**src/rtl/matvec_engine.sv**
```systemverilog
`default_nettype none
// ============================================================================
//  Module      : matvec_engine
//  Description : Signed matrix-vector multiplier, one column per clock,
//                all rows in parallel, with saturating or wrapping accumulate.
//  Revision    : 1.0 - initial release
// ============================================================================
module matvec_engine #(
    parameter int DW    = 8,
    parameter int ROWS  = 4,
    parameter int COLS  = 4,
    parameter int ACC_W = 20,
    parameter int SAT   = 1,
    localparam int ROW_W = (ROWS > 1) ? $clog2(ROWS) : 1,
    localparam int COL_W = (COLS > 1) ? $clog2(COLS) : 1
) (
    input  logic                     clk,
    input  logic                     rst_n,
    input  logic                     cfg_valid,
    input  logic [ROW_W+COL_W-1:0]   cfg_addr,
    input  logic [DW-1:0]            cfg_data,
    output logic                     cfg_err,
    input  logic                     start,
    input  logic [COLS*DW-1:0]       x_vector_flat,
    output logic                     busy,
    output logic                     res_valid,
    input  logic                     res_ready,
    output logic [ROWS*ACC_W-1:0]    result_flat
);

    localparam logic [1:0] S_IDLE    = 2'd0;
    localparam logic [1:0] S_COMPUTE = 2'd1;
    localparam logic [1:0] S_DONE    = 2'd2;

    logic [1:0]              state_q, state_d;
    logic [COL_W-1:0]        col_q, col_d;
    logic signed [DW-1:0]    x_q [COLS];
    logic signed [DW-1:0]    x_d [COLS];
    logic signed [DW-1:0]    w_q [ROWS][COLS];
    logic signed [DW-1:0]    w_d [ROWS][COLS];
    logic signed [ACC_W-1:0] acc_q [ROWS];
    logic signed [ACC_W-1:0] acc_d [ROWS];
    logic signed [ACC_W-1:0] acc_sum [ROWS];
    logic                    cfg_err_q, cfg_err_d;

    logic [ROW_W-1:0] cfg_row;
    logic [COL_W-1:0] cfg_col;
    logic [31:0]      cfg_row_ext, cfg_col_ext;
    logic             cfg_in_range;
    logic             cfg_we;
    logic             last_col;

    assign {cfg_row, cfg_col} = cfg_addr;
    assign cfg_row_ext  = 32'(cfg_row);
    assign cfg_col_ext  = 32'(cfg_col);
    assign cfg_in_range = (cfg_row_ext < 32'(ROWS)) && (cfg_col_ext < 32'(COLS));
    assign cfg_we       = cfg_valid && (state_q == S_IDLE) && cfg_in_range;
    assign last_col     = (32'(col_q) == 32'(COLS - 1));

    // State register
    always_ff @(posedge clk or negedge rst_n) begin
        if (!rst_n) begin
            state_q <= S_IDLE;
        end else begin
            state_q <= state_d;
        end
    end

    // Next-state logic
    always_comb begin
        state_d = state_q;
        case (state_q)
            S_IDLE:    if (start) state_d = S_COMPUTE;
            S_COMPUTE: if (last_col) state_d = S_DONE;
            S_DONE:    if (res_ready) state_d = S_IDLE;
            default:   state_d = S_IDLE;
        endcase
    end

    // Output logic
    always_comb begin
        busy      = (state_q == S_COMPUTE) || (state_q == S_DONE);
        res_valid = (state_q == S_DONE);
    end

    assign cfg_err = cfg_err_q;

    // One lane per row; the product is exact, only the running sum can overflow
    for (genvar r = 0; r < ROWS; r++) begin : g_row
        logic signed [2*DW-1:0] prod;
        assign prod = w_q[r][col_q] * x_q[col_q];

        if (SAT != 0) begin : g_sat
            localparam int SUM_W = ACC_W + 1;
            logic signed [SUM_W-1:0] sum;
            assign sum = SUM_W'(prod) + SUM_W'(acc_q[r]);
            assign acc_sum[r] = (sum[ACC_W] != sum[ACC_W-1])
                              ? (sum[ACC_W] ? {1'b1, {(ACC_W-1){1'b0}}}
                                            : {1'b0, {(ACC_W-1){1'b1}}})
                              : sum[ACC_W-1:0];
        end else begin : g_wrap
            assign acc_sum[r] = ACC_W'(prod) + acc_q[r];
        end

        assign result_flat[r*ACC_W +: ACC_W] = acc_q[r];
    end

    // Datapath next-state
    always_comb begin
        col_d     = col_q;
        x_d       = x_q;
        w_d       = w_q;
        acc_d     = acc_q;
        cfg_err_d = cfg_valid && !cfg_we;

        for (int r = 0; r < ROWS; r++) begin
            for (int c = 0; c < COLS; c++) begin
                if (cfg_we && (cfg_row_ext == 32'(r)) && (cfg_col_ext == 32'(c))) begin
                    w_d[r][c] = cfg_data;
                end
            end
        end

        case (state_q)
            S_IDLE: begin
                if (start) begin
                    for (int c = 0; c < COLS; c++) begin
                        x_d[c] = x_vector_flat[c*DW +: DW];
                    end
                    for (int r = 0; r < ROWS; r++) begin
                        acc_d[r] = '0;
                    end
                    col_d = '0;
                end
            end
            S_COMPUTE: begin
                acc_d = acc_sum;
                col_d = last_col ? '0 : col_q + 1'b1;
            end
            default: ;
        endcase
    end

    // Datapath registers
    always_ff @(posedge clk or negedge rst_n) begin
        if (!rst_n) begin
            col_q     <= '0;
            cfg_err_q <= 1'b0;
            for (int c = 0; c < COLS; c++) begin
                x_q[c] <= '0;
            end
            for (int r = 0; r < ROWS; r++) begin
                acc_q[r] <= '0;
                for (int c = 0; c < COLS; c++) begin
                    w_q[r][c] <= '0;
                end
            end
        end else begin
            col_q     <= col_d;
            cfg_err_q <= cfg_err_d;
            x_q       <= x_d;
            w_q       <= w_d;
            acc_q     <= acc_d;
        end
    end

endmodule
`default_nettype wire

```
**config.mk**
```make
export PLATFORM = sky130hd
export DESIGN_NAME = matvec_engine
export DESIGN_NICKNAME = d
export VERILOG_FILES = /design/src/rtl/matvec_engine.sv
export SDC_FILE = /design/constraint.sdc
export NUM_CORES = 1
export LEC_CHECK = 0
export BUFFER_PORTS_ARGS = -buffer_cell sky130_fd_sc_hd__buf_4
export CORE_MARGIN = 4
export CORE_UTILIZATION = 45
export CTS_BUF_LIST = sky130_fd_sc_hd__clkbuf_16
export DETAILED_ROUTE_END_ITERATION = 10
export GPL_TIMING_DRIVEN = 0
export SKIP_LAST_GASP = 1
export SLEW_MARGIN = 25
export SYNTH_ARGS = -nofsm -noshare
export SYNTH_HDL_FRONTEND = slang
export SYNTH_SLANG_ARGS = --single-unit
export TNS_END_PERCENT = 20
```
**constraint.sdc**
```tcl
create_clock -name clk -period 8.6 [get_ports clk]
set_clock_uncertainty 0.2 [all_clocks]
set_input_delay 0.43 -clock clk [delete_from_list [all_inputs] [get_ports clk]]
set_output_delay 0.43 -clock clk [all_outputs]
set_load 0.02 [all_outputs]
```
==> results.ini <==
[synth]
synthCells = 2388
syn-cell-area_um2 = 25500
synth.distinct_cells = 73
seq_area_frac_synth_pct = 24.0
synth-async-reset-ratio_pct = 100
synthFlopType = dfrtp_1
syn_avg_cell_area_um2 = 10.7
synth_fp_nets = 3007
synth_seq_cells = 245
synth-edff-count = 0
ys_warn_count = 0

[route]
drt_first_pass_iters = 5
drc_errors = 0
drt_iter0_markers = 715
wl_um = 65500
viasPerCell = 5.19
num_vias = 17496
wl_per_cell_um = 19.4
postRouteAntennaNets = 0

[placed_design]
dpl-instance-area_um2 = 27500
post-dp-hpwl_um = 53000
portBuffers = 131
gp_congestion = 0.885
pre_cts_slack_ps = -1740

[job]
cap_violations = 0

[sta]
setup-violations-final = 0
finalHoldViolCount = 0
fmax_ghz = 0.121
finalCritPeriodShare_pct = 96.0
finalCriticalPeriod_ps = 8260
slew_viol_final = 0
max_slew_margin_pct = 32.8
worst_pin_slew_ps = 1000
rsz0062_at_grt = false
fin_ws_ps = 345

[die]
die_h_um = 246
initial_core_util_pct = 45.8
design.die.area_um2 = 60600
core_area_um2 = 55600
die_w_um = 246
rows = 86
io_pins = 132

[clocking]
clockBufferDepth = 3
cts_tree = done
clockRootBuffer = clkbuf_16
clock_latency_ps = 590
numCtsBuffers = 29
clk_pin_slew_ps = 60
htreeDepth = 1
numClockSinks = 245

[worst_setup_path]
cp.depth = 24
r2r_end = result_flat[30]$_DFFE_PN0P_
cp_slowest_cell = buf_1
path_common_cell = fa_1
startpoint_type = flop
critPathBufInv = 6
reg2reg_from = col_q[1]$_DFFE_PN0P_
startpoint = col_q[1]$_DFFE_PN0P_
regToRegSetupSlack_ps = 340
path_delay_family = adder cells
cp-end-kind = flop
crit_chain = clkbuf_2 -> buf_1 -> o21a_1 -> clkbuf_1 -> nand2_1 -> fa_1 -> inv_1 -> fa_1 -> fa_1 -> fa_1 -> ha_1 -> ha_1 -> a21o_1 -> nor3_2 -> a21oi_1 -> o311a_1 -> o211ai_1 -> nor3b_4 -> nor2_1 -> ha_2 -> inv_1 -> o31ai_4 -> clkbuf_4 -> o21ai_0
critPathMaxStageDelay_ps = 650
endpoint = result_flat[30]$_DFFE_PN0P_
cp.arrival_ps = 8520
critical_path_required_ps = 8870
criticalPathCategory = flop to flop
worstPathMaxFanout = 10
ff2ff_path_depth = 24

[final_layout]
layout_commonest_cell = inv_1
drive_gt1_share_pct = 18.8
final_cell_mix = inv_1, fa_1, dfrtp_1
final_nets = 3218
fin_area_um2 = 29100
fill_cells = 4986
area_delta_synth_final_pct = 14.0

[hold_path]
hp-class = input port to flop

[global_route]
antenna_found_initial = 1
overflow = 0
first_global_vias = 19390
grt_pass1_wl_um = 106000
grtUsageTotal_pct = 22.3
grt_max_degree = 74

[run_status]
status = completed

-- cells by family (layout without fill, tap and decap cells) --
logic type	Yosys count	count (layout)	synth area share, %
adders and majority gates	570	570	38.8
DFF	245	245	24.0
AOI/OAI and AO/OA	276	276	7.61
muxes	223	223	10.6
other	0	1	0
buffers and inverters	471	704	7.18
and+or+nand+nor	533	533	9.39
xor gates and xnor gates	70	70	2.40
-- how the worst min path moves through the flow --
stage                               startpoint                          to  slack, ps  cells past startpoint
after floorplan                          rst_n           cfg_err$_DFF_PN0_        -70                      0
after global placement    w_q[104]$_DFFE_PN0P_        w_q[104]$_DFFE_PN0P_        280                      1
after detailed placement                 rst_n  result_flat[1]$_DFFE_PN0P_        180                      1
after CTS                          cfg_addr[2]        w_q[101]$_DFFE_PN0P_         80                      3
after global routing               cfg_addr[3]        w_q[102]$_DFFE_PN0P_        100                      3
final                              cfg_addr[3]        w_q[101]$_DFFE_PN0P_        120                      3
-- metrics by stage --
stage / std cells / util [%] / TNS [ps] / hold WS, ps
after detailed placement: 3270 / 49.5 / -84460 / 179
after global routing: 3370 / 52.3 / 0 / 104
after CTS: 3365 / 52.1 / 0 / 82.9
after global placement: 3267 / 49.3 / -78000 / 281
after floorplan: 2388 / - / 0 / -65.6
final: 3370 / 52.3 / 0 / 117
-- sequential cells by signal, summed over array words and instances (netlist names) --
signal / flops
result_flat: 80
state_q: 2
w_q: 128
col_q: 2
cfg_err: 1
x_q: 32
-- what timing repair did --
item                       CTS  global route
pin swaps                    2             1
hold buffers                42             0
setup endpoints to repair   79            57
hold endpoints to repair   185             0
setup buffers                3             4
resized for setup           43            40
-- layer usage --
layer	GRT usage (%)	vias to the layer above	share of wire, %
met5	0	-	0
met4	5.76	0	2.9
met3	3.01	98	4.1
met2	38.8	355	49
met1	29.7	8973	44
li1	-	8070	-
-- synthesized netlist by cell type (8+ instances only) --
library cell	instances	share of area, %
nand2b_1	18	0.44
nor3_1	9	0.18
nand2_1	201	3.0
mux2i_1	21	0.82
o21ai_1	19	0.37
nor2_1	189	2.8
o21ai_2	11	0.38
clkbuf_1	55	0.81
and2_1	65	1.6
or2_2	8	0.20
dfrtp_1	245	24
a221o_2	8	0.35
o21a_1	33	0.97
mux2_2	183	8.1
nor2b_1	8	0.20
fa_1	368	29
ha_1	202	9.9
mux4_2	19	1.7
xor2_1	12	0.41
o21bai_1	8	0.24
xnor2_1	58	2.0
a221o_1	12	0.47
inv_1	395	5.8
a21oi_1	47	0.92
a21o_1	14	0.41
o21ai_0	79	1.6
-- final cells by class --
type / instances / area [µm²] / area share, %
diodes: 1 / 2.50 / 0.00860
plain buffers: 73 / 423 / 1.45
clock inverters: 24 / 203 / 0.697
multi-input cells: 1672 / 17600 / 60.6
well taps: 748 / 936 / 3.22
repair buffers: 183 / 1560 / 5.36
flip-flops and latches: 245 / 6130 / 21.1
inverters: 395 / 1490 / 5.11
clock buffers: 29 / 726 / 2.49
-- worst reg2reg max path, stage by stage (launching register included) --
cell      delay (ps)
dfrtp_1          350
clkbuf_2         270
buf_1            660
o21a_1           280
clkbuf_1         600
nand2_1          190
fa_1             560
inv_1             50
fa_1             560
fa_1             450
fa_1             450
ha_1             290
ha_1             330
a21o_1           200
nor3_2           150
a21oi_1          160
o311a_1          360
o211ai_1         250
nor3b_4          310
nor2_1           100
ha_2             480
inv_1            160
o31ai_4          330
clkbuf_4         300
o21ai_0          120
Power is not shown: default switching activity piles up to over one toggle a cycle in this logic, so the estimate is an artifact.
